===== config.mk =====
export PLATFORM = sky130hd
export DESIGN_NAME = note_fetch_scheduler
export DESIGN_NICKNAME = d
export VERILOG_FILES = /design/src/rtl/note_pkg.sv /design/src/rtl/note_fetch_scheduler_rr_pick.sv /design/src/rtl/note_fetch_scheduler.sv
export SDC_FILE = /design/constraint.sdc
export NUM_CORES = 1
export LEC_CHECK = 0
export BUFFER_PORTS_ARGS = -buffer_cell sky130_fd_sc_hd__buf_2
export CORE_AREA = 2 2 147 149
export CTS_CLUSTER_SIZE = 25
export DETAILED_ROUTE_END_ITERATION = 8
export DIE_AREA = 0 0 149 151
export PLACE_DENSITY = 0.55
export SKIP_LAST_GASP = 1
export SLEW_MARGIN = 20
export SYNTH_ARGS = -nofsm -noshare
export SYNTH_HDL_FRONTEND = slang
export SYNTH_SLANG_ARGS = --single-unit

===== constraint.sdc =====
create_clock -name clk -period 5.2 [get_ports clk]
set_input_delay 0.26 -clock clk [delete_from_list [all_inputs] [get_ports clk]]
set_output_delay 0.26 -clock clk [all_outputs]
set_load 0.05 [all_outputs]

===== src/rtl/note_pkg.sv =====
// Shared definitions for the note fetch scheduler: default sizes, the end-of-chart
// marker and the fetch FSM state encoding.
package note_pkg;

  localparam int TIME_W    = 16;
  localparam int NUM_LANES = 5;

  localparam logic [TIME_W-1:0] NOTE_END = {TIME_W{1'b1}};

  typedef enum logic [1:0] {
    IDLE = 2'd0,
    WAIT = 2'd1,
    RESP = 2'd2
  } fetch_state_t;

endpackage


===== src/rtl/note_fetch_scheduler_rr_pick.sv =====
// Combinational round-robin picker: first eligible lane after last_grant,
// wrapping modulo NUM_LANES.
module note_rr_pick #(
  parameter int NUM_LANES = 5,
  parameter int IDX_W     = 3
) (
  input  logic [NUM_LANES-1:0] eligible,
  input  logic [IDX_W-1:0]     last_grant,
  output logic                 grant_valid,
  output logic [IDX_W-1:0]     grant_idx
);

  int cand;

  always_comb begin
    grant_valid = 1'b0;
    grant_idx   = '0;
    cand        = 0;
    for (int k = 1; k <= NUM_LANES; k++) begin
      cand = (int'(last_grant) + k) % NUM_LANES;
      if (!grant_valid && eligible[cand]) begin
        grant_valid = 1'b1;
        grant_idx   = IDX_W'(cand);
      end
    end
  end

endmodule


===== src/rtl/note_fetch_scheduler.sv =====
// Shares one note-memory read port among the lane matching units: round-robin
// grant, one read per grant, per-lane read pointers and end-of-chart tracking.
module note_fetch_scheduler
  import note_pkg::*;
#(
  parameter int  NUM_LANES  = note_pkg::NUM_LANES,
  parameter int  LANE_DEPTH = 256,
  parameter int  MEM_LAT    = 2,
  parameter int  TIME_W     = note_pkg::TIME_W,
  localparam int ADDR_W     = $clog2(NUM_LANES * LANE_DEPTH)
) (
  input  logic                 clk,
  input  logic                 reset,
  input  logic                 restart,
  input  logic [NUM_LANES-1:0] note_request,
  output logic [NUM_LANES-1:0] note_available,
  output logic [TIME_W-1:0]    note_time,
  output logic                 mem_rd_en,
  output logic [ADDR_W-1:0]    mem_addr,
  input  logic [TIME_W-1:0]    mem_rdata,
  output logic                 busy,
  output logic [NUM_LANES-1:0] lane_done,
  output fetch_state_t         dbg_state
);

  localparam int LANE_W = (NUM_LANES > 1) ? $clog2(NUM_LANES) : 1;
  localparam int PTR_W  = $clog2(LANE_DEPTH);
  localparam int CNT_W  = (MEM_LAT > 1) ? $clog2(MEM_LAT) : 1;
  localparam logic [TIME_W-1:0] END_MARK = {TIME_W{NOTE_END[0]}};

  fetch_state_t          state_q, state_d;
  logic [LANE_W-1:0]     grant_q, last_grant_q, pick_idx;
  logic                  pick_valid;
  logic [NUM_LANES-1:0]  eligible, done_q;
  logic [PTR_W-1:0]      ptr_q [NUM_LANES];
  logic [CNT_W-1:0]      lat_cnt_q;
  logic [TIME_W-1:0]     resp_data;

  // A lane whose pulse is on the bus this cycle may still hold its request.
  assign eligible  = note_request & ~note_available;
  assign lane_done = done_q;
  assign dbg_state = state_q;
  // Memory data is sampled in RESP, the cycle it becomes valid; done lanes never read.
  assign resp_data = done_q[grant_q] ? END_MARK : mem_rdata;

  note_rr_pick #(
    .NUM_LANES (NUM_LANES),
    .IDX_W     (LANE_W)
  ) u_pick (
    .eligible    (eligible),
    .last_grant  (last_grant_q),
    .grant_valid (pick_valid),
    .grant_idx   (pick_idx)
  );

  always_comb begin
    state_d = state_q;
    case (state_q)
      IDLE: if (pick_valid) state_d = done_q[pick_idx] ? RESP : WAIT;
      WAIT: if (lat_cnt_q == CNT_W'(MEM_LAT - 1)) state_d = RESP;
      RESP: state_d = IDLE;
      default: state_d = IDLE;
    endcase
  end

  always_ff @(posedge clk) begin
    if (reset || restart) begin
      state_q        <= IDLE;
      done_q         <= '0;
      note_available <= '0;
      mem_rd_en      <= 1'b0;
      busy           <= 1'b0;
      lat_cnt_q      <= '0;
      for (int i = 0; i < NUM_LANES; i++) ptr_q[i] <= '0;
      if (reset) begin
        last_grant_q <= LANE_W'(NUM_LANES - 1);
        grant_q      <= '0;
        note_time    <= '0;
        mem_addr     <= '0;
      end
    end else begin
      state_q        <= state_d;
      mem_rd_en      <= 1'b0;
      note_available <= '0;
      busy           <= (state_d != IDLE);
      case (state_q)
        IDLE: begin
          if (pick_valid) begin
            grant_q      <= pick_idx;
            last_grant_q <= pick_idx;
            lat_cnt_q    <= '0;
            mem_addr     <= ADDR_W'({pick_idx, ptr_q[pick_idx]});
            mem_rd_en    <= !done_q[pick_idx];
          end
        end
        WAIT: lat_cnt_q <= lat_cnt_q + 1'b1;
        RESP: begin
          note_available <= NUM_LANES'(1) << grant_q;
          note_time      <= resp_data;
          if (resp_data == END_MARK) begin
            done_q[grant_q] <= 1'b1;
          end else if (&ptr_q[grant_q]) begin
            done_q[grant_q] <= 1'b1;
          end else begin
            ptr_q[grant_q] <= ptr_q[grant_q] + 1'b1;
          end
        end
        default: ;
      endcase
    end
  end

endmodule


After elaboration in Yosys (flattened, before gate mapping)
Memory sizes are Yosys's and may differ from the RTL's. A register that Yosys moved wholly into a read port is not among the register bits. Cells that the tools add are included.

Register bits: 48. Bits in latches: 0. Bits in writable memories: 40. ROM bits: 0. Output and inout bits: 41. Logic and storage cells: 133. Memories kept: 1.

Add/sub/neg operators: 7. Multiply operators: 0. Divide/modulo/power cells: 5. Magnitude comparators: 8. Equality and inequality tests: 5. Shift-type cells: 1. Multiplexer cells: 64. Bitwise operators: 6. Reductions and logical operators: 26.

Memory list: ptr_q (depth 5, bits a word 8, rd ports 2, clocked after Yosys merged registers in 1, write ports 5, line note_fetch_scheduler.sv:35) `logic [PTR_W-1:0] ptr_q [NUM_LANES];`.

Operators by type and width (number): 32-bit by 5-bit < comparator with 1-bit output (second input constant) (5); 32-bit by 4-bit modulo with 32-bit output (second input constant) (5); 16-bit two-way mux (4); 11-bit two-way mux (4); 3-bit two-way mux (13); 1-bit two-way mux (27); 1-bit binary-select mux with 3-bit select (7); 16-bit == test (second input constant) (1); 2-bit nonzero test (6); 5-bit two-way mux (2); 3-bit by 2-bit adder with 4-bit output (second input constant) (2); 3-bit by 3-bit adder with 4-bit output (second input constant) (2); 8-bit by 1-bit adder with 8-bit output (second input constant) (1); 3-bit by 4-bit < comparator with 1-bit output (second input constant) (2); 8-bit two-way mux (1); 8-bit AND reduction (1); 8-bit OR reduction (1); 2-bit two-way mux (3); 2-bit AND reduction (3); 5-bit bitwise AND (1); 1-bit logical AND (5); 1-bit zero test (5); 5-bit inverter (1); 5-bit OR (1); 16 further kinds (19).

Depth between registers and ports, before layout
Gate-level depths: netlist of the first run.

Depth in word-level cells: 24. Mapped depth: 23. Gate-level depth less buffers: 20.

By module
Synthesis of the first run repeated with hierarchy kept, for this count alone.

Cell total of the unflattened synthesis: 666. Area total of the unflattened synthesis: 7444.6 sq um.

By module, submodules not included: note_fetch_scheduler (instances 1, cells each 392, area each 5388.9 sq um, sequential area each 3213.1 sq um); note_rr_pick (instances 1, cells each 274, area each 2055.7 sq um, sequential area each 0.0 sq um).

Least setup slack after synthesis of the first run
No wires, ideal clock.

Path type: register to register. Start point: register last_grant_q[0]. End point: register mem_addr[1] (data pin). Setup time: 0.260 ns. Arrival time: 4.941 ns. Required time: 4.940 ns. Setup slack: -0.001 ns. Stages on the path, launching flop included: 23. Buffers on the path: 3. Clock period less this slack: 5.201 ns. Path through: edfxtp_1 -> buf_4 -> inv_2 -> ha_1 -> buf_4 -> inv_1 -> ha_1 -> or2_2 -> o211ai_2 -> nand2_1 -> ha_1 -> nand2b_1 -> o211ai_1 -> o211ai_2 -> or3b_1 -> o2bb2ai_1 -> nor3_1 -> nand2_1 -> a31oi_4 -> buf_6 -> mux2i_1 -> o22a_1 -> o21ai_1.

Word-level cells in the longest chain between the ends: 22. Elaborated cells between the ends (all ways): 46. Classes of those cells: add/sub (5); div (5); mux (27); reduce/logical (8); memory (1).

RTL lines: start, declared (line note_fetch_scheduler.sv:32) `logic [LANE_W-1:0] grant_q, last_grant_q, pick_idx;`; start signal, assigned (line note_fetch_scheduler.sv:76) `last_grant_q <= LANE_W'(NUM_LANES - 1);`; start signal, assigned (line note_fetch_scheduler.sv:90) `last_grant_q <= pick_idx;`; 3-bit by 1-bit adder with 4-bit output (line note_fetch_scheduler_rr_pick.sv:20) `cand = (int'(last_grant) + k) % NUM_LANES;`; 32-bit by 4-bit modulo with 32-bit output (line note_fetch_scheduler_rr_pick.sv:20); 1-bit binary-select mux with 3-bit select (line note_fetch_scheduler_rr_pick.sv:21) `if (!grant_valid && eligible[cand]) begin`; 1-bit two-way mux (implied by the code) (2 in series) (line note_fetch_scheduler_rr_pick.sv:21); 1-bit two-way mux (line note_fetch_scheduler_rr_pick.sv:21); 1-bit zero test (line note_fetch_scheduler_rr_pick.sv:21); 1-bit logical AND (line note_fetch_scheduler_rr_pick.sv:21); 1-bit two-way mux (line note_fetch_scheduler_rr_pick.sv:21); (+5 left out); 1-bit two-way mux (line note_fetch_scheduler_rr_pick.sv:21); 1-bit zero test (line note_fetch_scheduler_rr_pick.sv:21); 1-bit logical AND (line note_fetch_scheduler_rr_pick.sv:21); 3-bit two-way mux * (line note_fetch_scheduler_rr_pick.sv:21); memory read 5 x 8 bit *; 11-bit two-way mux * (line note_fetch_scheduler.sv:88) `if (pick_valid) begin`; 11-bit two-way mux * (line note_fetch_scheduler.sv:86) `case (state_q)`; 11-bit two-way mux * (line note_fetch_scheduler.sv:67) `if (reset || restart) begin`; end signal, assigned (line note_fetch_scheduler.sv:92) `mem_addr <= ADDR_W'({pick_idx, ptr_q[pick_idx]});`; end, declared (line note_fetch_scheduler.sv:19) `output logic [ADDR_W-1:0] mem_addr,`.

Mark *: on every way between the ends. The rest lies on a longest branch, timed or not. The select of a mux whose other input is x is not followed. A chain may end at the register's enable or synchronous reset.

Worst setup path in the final report of the first run
Start point: register last_grant_q[1]. End point: register mem_addr[0] (data pin).

Same word-level chain as after synthesis.

==> impl_metrics.yaml, run 1 <==
status:
  status: "completed"
route:
  ant_nets: 0
  wire_per_inst_um: 18.96
  viasPerCell: 5.395
  drt-total-wl_um: 19850
  drc: 0
  drtPass1Iterations: 5
  num_vias: 5649
  drtIter0Drc: 323
worst_setup_path:
  path_class: "register to register"
  start_kind: "register"
  cpMaxStageDelayCell: "or4b_4"
  crit_buf_inv: 3
  worstPathMaxFanout: 6
  crit_family: "simple AND/OR/NAND/NOR gates"
  path_cells: "inv_2 > buf_4 > ha_1 > nor3_2 > nor2b_1 > xnor2_1 > ha_2 > fa_1 > or4b_4 > o211a_2 > nor3_2 > nor3_1 > a31oi_1 > or4b_1 > a41o_1 > a31oi_4 > buf_12 > mux2i_2 > o22a_1 > o21ai_1"
  required_ns: 5.35
  end_kind: "register"
  cp_common_cell: "nor3_2"
  critPathMaxStageDelay_ns: 0.47
  worstPathArrival_ns: 5.17
placement:
  io_buffers: 64
  gp_congestion: 0.8810
  dp_slack_ns: 0.1116
  dp_hpwl_um: 15050
  dpl-instance-area_sq_um: 7984
synth:
  synth_largest_area_cell: "edfxtp_1"
  yosysSeqAreaShare: 0.4451
  syn_area_sq_um: 7218
  yosysMostFrequentCell: "nor2_1"
  synth_top_area_frac: 0.3952
  ys_warn_count: 0
  syn-num-nets: 722
  syn_inst: 667
  synth_edf_count: 95
  yosys_most_used_dff: "edfxtp_1"
  synth.avg_cell_area_sq_um: 10.82
  synth_area_leaders: "edfxtp_1, mux2i_1, nor2_1, mux4_2, ha_1"
  async_flop_share: 0
  yosysUniqueCellTypes: 84
  synth_commonest_cells: "nor2_1, edfxtp_1, mux2i_1"
  synth_seq_cells: 113
worst_hold_path:
  hp-class: "input port to register"
sta:
  finalHoldViolCount: 0
  relSlewSlack: 0.2510
  fin_crit_ns: 5.019
  finalCritPeriodShare: 0.9652
  drv_slew: 0
  setup_violations: 0
  fmax_ghz: 0.1992
  fin_tns_setup_ns: 0
  worst_pin_slew_ns: 1.116
  fin_skew_ns: 0.009115
  finalWorstSetupSlack_ns: 0.1811
floorplanning:
  core_sq_um: 20820
  placementRows: 53
  ioPinCount: 65
  initial_core_util: 0.3467
  fp.dieH_um: 151
  dieArea_sq_um: 22500
  die_w_um: 149
clock_tree:
  cts_tree: "yes"
  cts-root-buf: "clkbuf_16"
  clock_latency_ns: 0.41
  cts_max_level: 4
  clockBufferDepth: 2
  cts_buffers: 17
  path_clk_slew_ns: 0.05
  cts.hold.buffers_added: 0
  cts_sinks: 113
layout:
  num_antenna_cells: 0
  final_core_util: 0.4212
  stdcell_area_sq_um: 8770
  nNetsFinal: 817
  drive_above_1_share: 0.2668
  area_growth_pct: 21.49
  nFillCells: 2011
grt:
  gr-total-overflow: 0
  grt_pass1_wl_um: 30530
  grt_max_degree: 26
  track_usage: 0.1769
  antenna_found_initial: 0
  grt_pass1_vias: 5680
flow_run:
  max_cap_violations: 0
-- cells by family (layout without fill, tap and decap cells) --
kind of cell / Yosys count / in the layout / share of synthesized area
compound gates: 130 / 130 / 0.1421
xor+xnor: 15 / 15 / 0.01924
fa+ha+maj: 31 / 31 / 0.05478
buf+inv: 63 / 168 / 0.04039
flops: 113 / 113 / 0.4451
mux: 69 / 69 / 0.1274
simple gates: 246 / 246 / 0.1709
-- cell type report --
cell class / count / area, sq um / area share
timing repair buffer: 105 / 683.2 / 0.07790
inverter: 34 / 127.6 / 0.01455
multi-input combinational: 491 / 3807 / 0.4342
sequential: 113 / 3213 / 0.3664
clock inverter: 12 / 168.9 / 0.01926
tap: 275 / 344.1 / 0.03924
clock buffer: 17 / 425.4 / 0.04851
-- final timing paths --
path                                                  end                     startpoint  slack (ns)  cells past startpoint
worst max-delay path            mem_addr[0]$_SDFFCE_PN0P_  last_grant_q[1]$_SDFFCE_PN0P_        0.18                     20
worst min-delay path                             register                          reset        0.09                      2
worst max register to register  mem_addr[0]$_SDFFCE_PN0P_  last_grant_q[1]$_SDFFCE_PN0P_        0.18                     20
worst min register to register  lane_done[2]$_SDFFE_PN0P_      lane_done[2]$_SDFFE_PN0P_        0.56                      2
-- cells in the final DEF, fill, tap and decap left out, drive strengths merged, types with 5 or more instances in the layout --
cell type    n
and2         5
a21boi      10
xor2         5
o22a         9
nor2       111
mux4        18
ha          30
buf        103
a221oi      11
edfxtp      95
nand3        7
clkinv       8
nand3b       6
nand2       34
mux2i       48
a31oi        6
nor3        14
dfxtp       18
a21oi       24
clkbuf      19
nor2b       12
nand2b      15
or2          6
nor3b        5
inv         33
o21ai       19
nand4        8
a211oi       7
o211ai       5
xnor2       10
-- routing by layer --
| layer | GRT usage | routed length, um |
|---|---|---|
| met2 | 0.3053 | 10030 |
| met5 | 0 | 0 |
| met3 | 0.03765 | 822 |
| met4 | 0.05381 | 401 |
| met1 | 0.2230 | 8593 |
-- registers in the layout, summed over array words and instances, names as in the netlist, named ones only --
| signal | cells |
|---|---|
| dbg_state | 2 |
| last_grant_q | 3 |
| ptr_q | 64 |
| busy | 1 |
| grant_q | 3 |
| note_available | 5 |
| note_time | 16 |
| lat_cnt_q | 1 |
| mem_rd_en | 1 |
| lane_done | 5 |
| mem_addr | 9 |
-- per-stage QoR --
| stage | std cells | hold slack, ns |
|---|---|---|
| after floorplan | 667 | 0.3324 |
| after global placement | 1010 | 0.5115 |
| after detailed placement | 1010 | 0.4930 |
| after CTS | 1039 | 0.06276 |
| after global routing | 1047 | 0.06247 |
| final | 1047 | 0.08595 |
-- worst reg2reg max path: stages, from the launching register on --
cell	delay (ns)
edfxtp_1	0.43
inv_2	0.07
buf_4	0.18
ha_1	0.34
nor3_2	0.14
nor2b_1	0.08
xnor2_1	0.27
ha_2	0.23
fa_1	0.19
or4b_4	0.47
o211a_2	0.17
nor3_2	0.18
nor3_1	0.08
a31oi_1	0.22
or4b_1	0.47
a41o_1	0.29
a31oi_4	0.29
buf_12	0.18
mux2i_2	0.24
o22a_1	0.18
o21ai_1	0.07
-- repair_timing --
action,in CTS,in global routing
gates resized for setup,0,22
setup endpoints to repair,0,26
setup buffers,0,6
Power of run 1 is not shown: default switching activity piles up to over one toggle a cycle in this logic, so the estimate is an artifact.
==> run 2: changes to the inputs <==
--- a/config.mk
+++ b/config.mk
@@ -10,7 +10,6 @@
 export CTS_CLUSTER_SIZE = 25
 export DETAILED_ROUTE_END_ITERATION = 8
 export DIE_AREA = 0 0 149 151
-export PLACE_DENSITY = 0.55
 export SKIP_LAST_GASP = 1
 export SLEW_MARGIN = 20
 export SYNTH_ARGS = -nofsm -noshare
==> run 2 against run 1 <==
Net effect:
- highest routed layer unchanged
- worst hold slack got worse by 0.031 ns
- global-route usage is 0.57 points lower
- fmax up 0.52%
- critical path depth is 1 higher
- sequential share of layout area rose by 0.37 points
- critical path type unchanged
- critical endpoint is now dbg_state[1]$_SDFF_PN0_
==> impl_metrics.yaml, run 2 (synthesis results as in run 1) <==
layout:
  final_core_util: 0.4170
  nNetsFinal: 816
  finalNonFillerCells: 1049
  nFillCells: 2024
  mostFrequentLayoutCells: "nor2_1, edfxtp_1, buf_2, mux2i_1, buf_4"
  drive_above_1_share: 0.2661
  top_register: "ptr_q"
  final_common_cell: "nor2_1"
  area_growth_pct: 20.28
  top_regs: "ptr_q (64), note_time (16), mem_addr (9)"
  largest_register_ffs: 64
  num_antenna_cells: 0
route:
  drtPass1Iterations: 4
  wire_per_inst_um: 18.27
  drc: 0
  drt-total-wl_um: 19170
  viasPerCell: 5.295
  drtIter0Drc: 337
  num_vias: 5554
  ant_nets: 0
grt:
  track_usage: 0.1712
  grt_pass1_vias: 5400
  antenna_found_initial: 0
  grt_pass1_wl_um: 29580
  grt_max_degree: 29
  gr-total-overflow: 0
sta:
  finalHoldViolCount: 0
  fin_crit_ns: 4.993
  finalWorstSetupSlack_ns: 0.2073
  fmax_ghz: 0.2003
  finalCritPeriodShare: 0.9601
  holdWs_ns: 0.05489
  fin_skew_ns: 0.007445
  relSlewSlack: 0.3749
  worst_pin_slew_ns: 0.9342
  drv_slew: 0
  setup_violations: 0
floorplanning:
  initial_core_util: 0.3467
  core_sq_um: 20820
  ioPinCount: 65
  dieArea_sq_um: 22500
  placementRows: 53
  fp.dieH_um: 151
  die_w_um: 149
flow_run:
  max_cap_violations: 0
worst_setup_path:
  path_class: "register to register"
  worstPathArrival_ns: 5.30
  worstPathMaxFanout: 11
  r2r_cells: 21
  required_ns: 5.50
  start_kind: "register"
  end_kind: "register"
clock_tree:
  path_clk_slew_ns: 0.05
  cts-root-buf: "clkbuf_16"
  cts_buffers: 17
  clockBufferDepth: 2
  cts_tree: "yes"
  cts_max_level: 4
  clock_latency_ns: 0.42
  cts_sinks: 113
placement:
  gp_congestion: 0.8291
  io_buffers: 64
  dp.cells: 1009
  dp_hpwl_um: 14440
  dp_slack_ns: 0.07387
status:
  status: "completed"
worst_hold_path:
  min_path_cells: 2
  hp-class: "input port to register"
-- run 2: changes by cell type in the layout (fill, tap and decap cells not counted), moves of 2 or more --
| cell | delta |
|---|---|
| buf_6 | -2 |
| a21oi_1 | -2 |
| nor2b_1 | +2 |
| buf_4 | +2 |
| bufinv_16 | -3 |
| clkbuf_1 | +2 |
| clkinv_2 | +3 |
-- run 2: per-layer routing --
| metal | global-route usage | vias to the layer above | share of wire |
|---|---|---|---|
| met5 | 0 | - | 0 |
| met3 | 0.03554 | 17 | 0.033 |
| li1 | - | 2684 | - |
| met1 | 0.2242 | 2744 | 0.46 |
| met2 | 0.2894 | 109 | 0.49 |
| met4 | 0.04476 | 0 | 0.013 |
-- run 2: worst paths after layout --
check | startpoint | slack, ns | endpoint
hold / removal | reset | 0.05 | register
hold reg to reg | lane_done[4]$_SDFFE_PN0P_ | 0.54 | lane_done[4]$_SDFFE_PN0P_
setup / recovery | last_grant_q[0]$_SDFFCE_PN0P_ | 0.21 | dbg_state[1]$_SDFF_PN0_
setup reg to reg | last_grant_q[0]$_SDFFCE_PN0P_ | 0.21 | dbg_state[1]$_SDFF_PN0_
-- run 2: cell type report --
cell class,instances,area (sq um),share of cell area
Multi-Input combinational cell,491,3817,0.4397
Sequential cell,113,3213,0.3701
Timing Repair Buffer,104,650.6,0.07494
Clock buffer,19,432.9,0.04986
Tap cell,275,344.1,0.03963
Inverter,34,127.6,0.01470
Clock inverter,13,96.34,0.01110
-- run 2: per-stage QoR --
stage | cell area, sq um | setup TNS [ns]
6_report | 8682 | 0
5_1_grt | 8682 | -0.03456
4_1_cts | 8506 | 0
3_5_place_dp | 7976 | 0
3_3_place_gp | 7976 | 0
2_1_floorplan | 7223 | 0
-- run 2: worst max-delay path, stage by stage (launching register included) --
cell and delay [ns]:
edfxtp_1 0.40, inv_2 0.07, ha_1 0.27, xnor2_4 0.24
inv_2 0.09, ha_1 0.22, or2_2 0.34, o211ai_2 0.21
nand2_1 0.13, ha_1 0.19, nand2b_1 0.16, nand4_1 0.12
o211ai_2 0.11, or3b_1 0.41, o2bb2ai_2 0.20, nand3b_1 0.26
or3_4 0.41, a31oi_4 0.26, buf_12 0.19, mux2i_2 0.26
nor3_1 0.07, o31a_1 0.27
-- run 2: repair_timing --
item,CTS,global route
hold buffers,0,0
endpoints found under the setup margin,0,29
setup buffers,0,7
gates resized for setup,0,20
Power of run 2 is left out for the same reason.
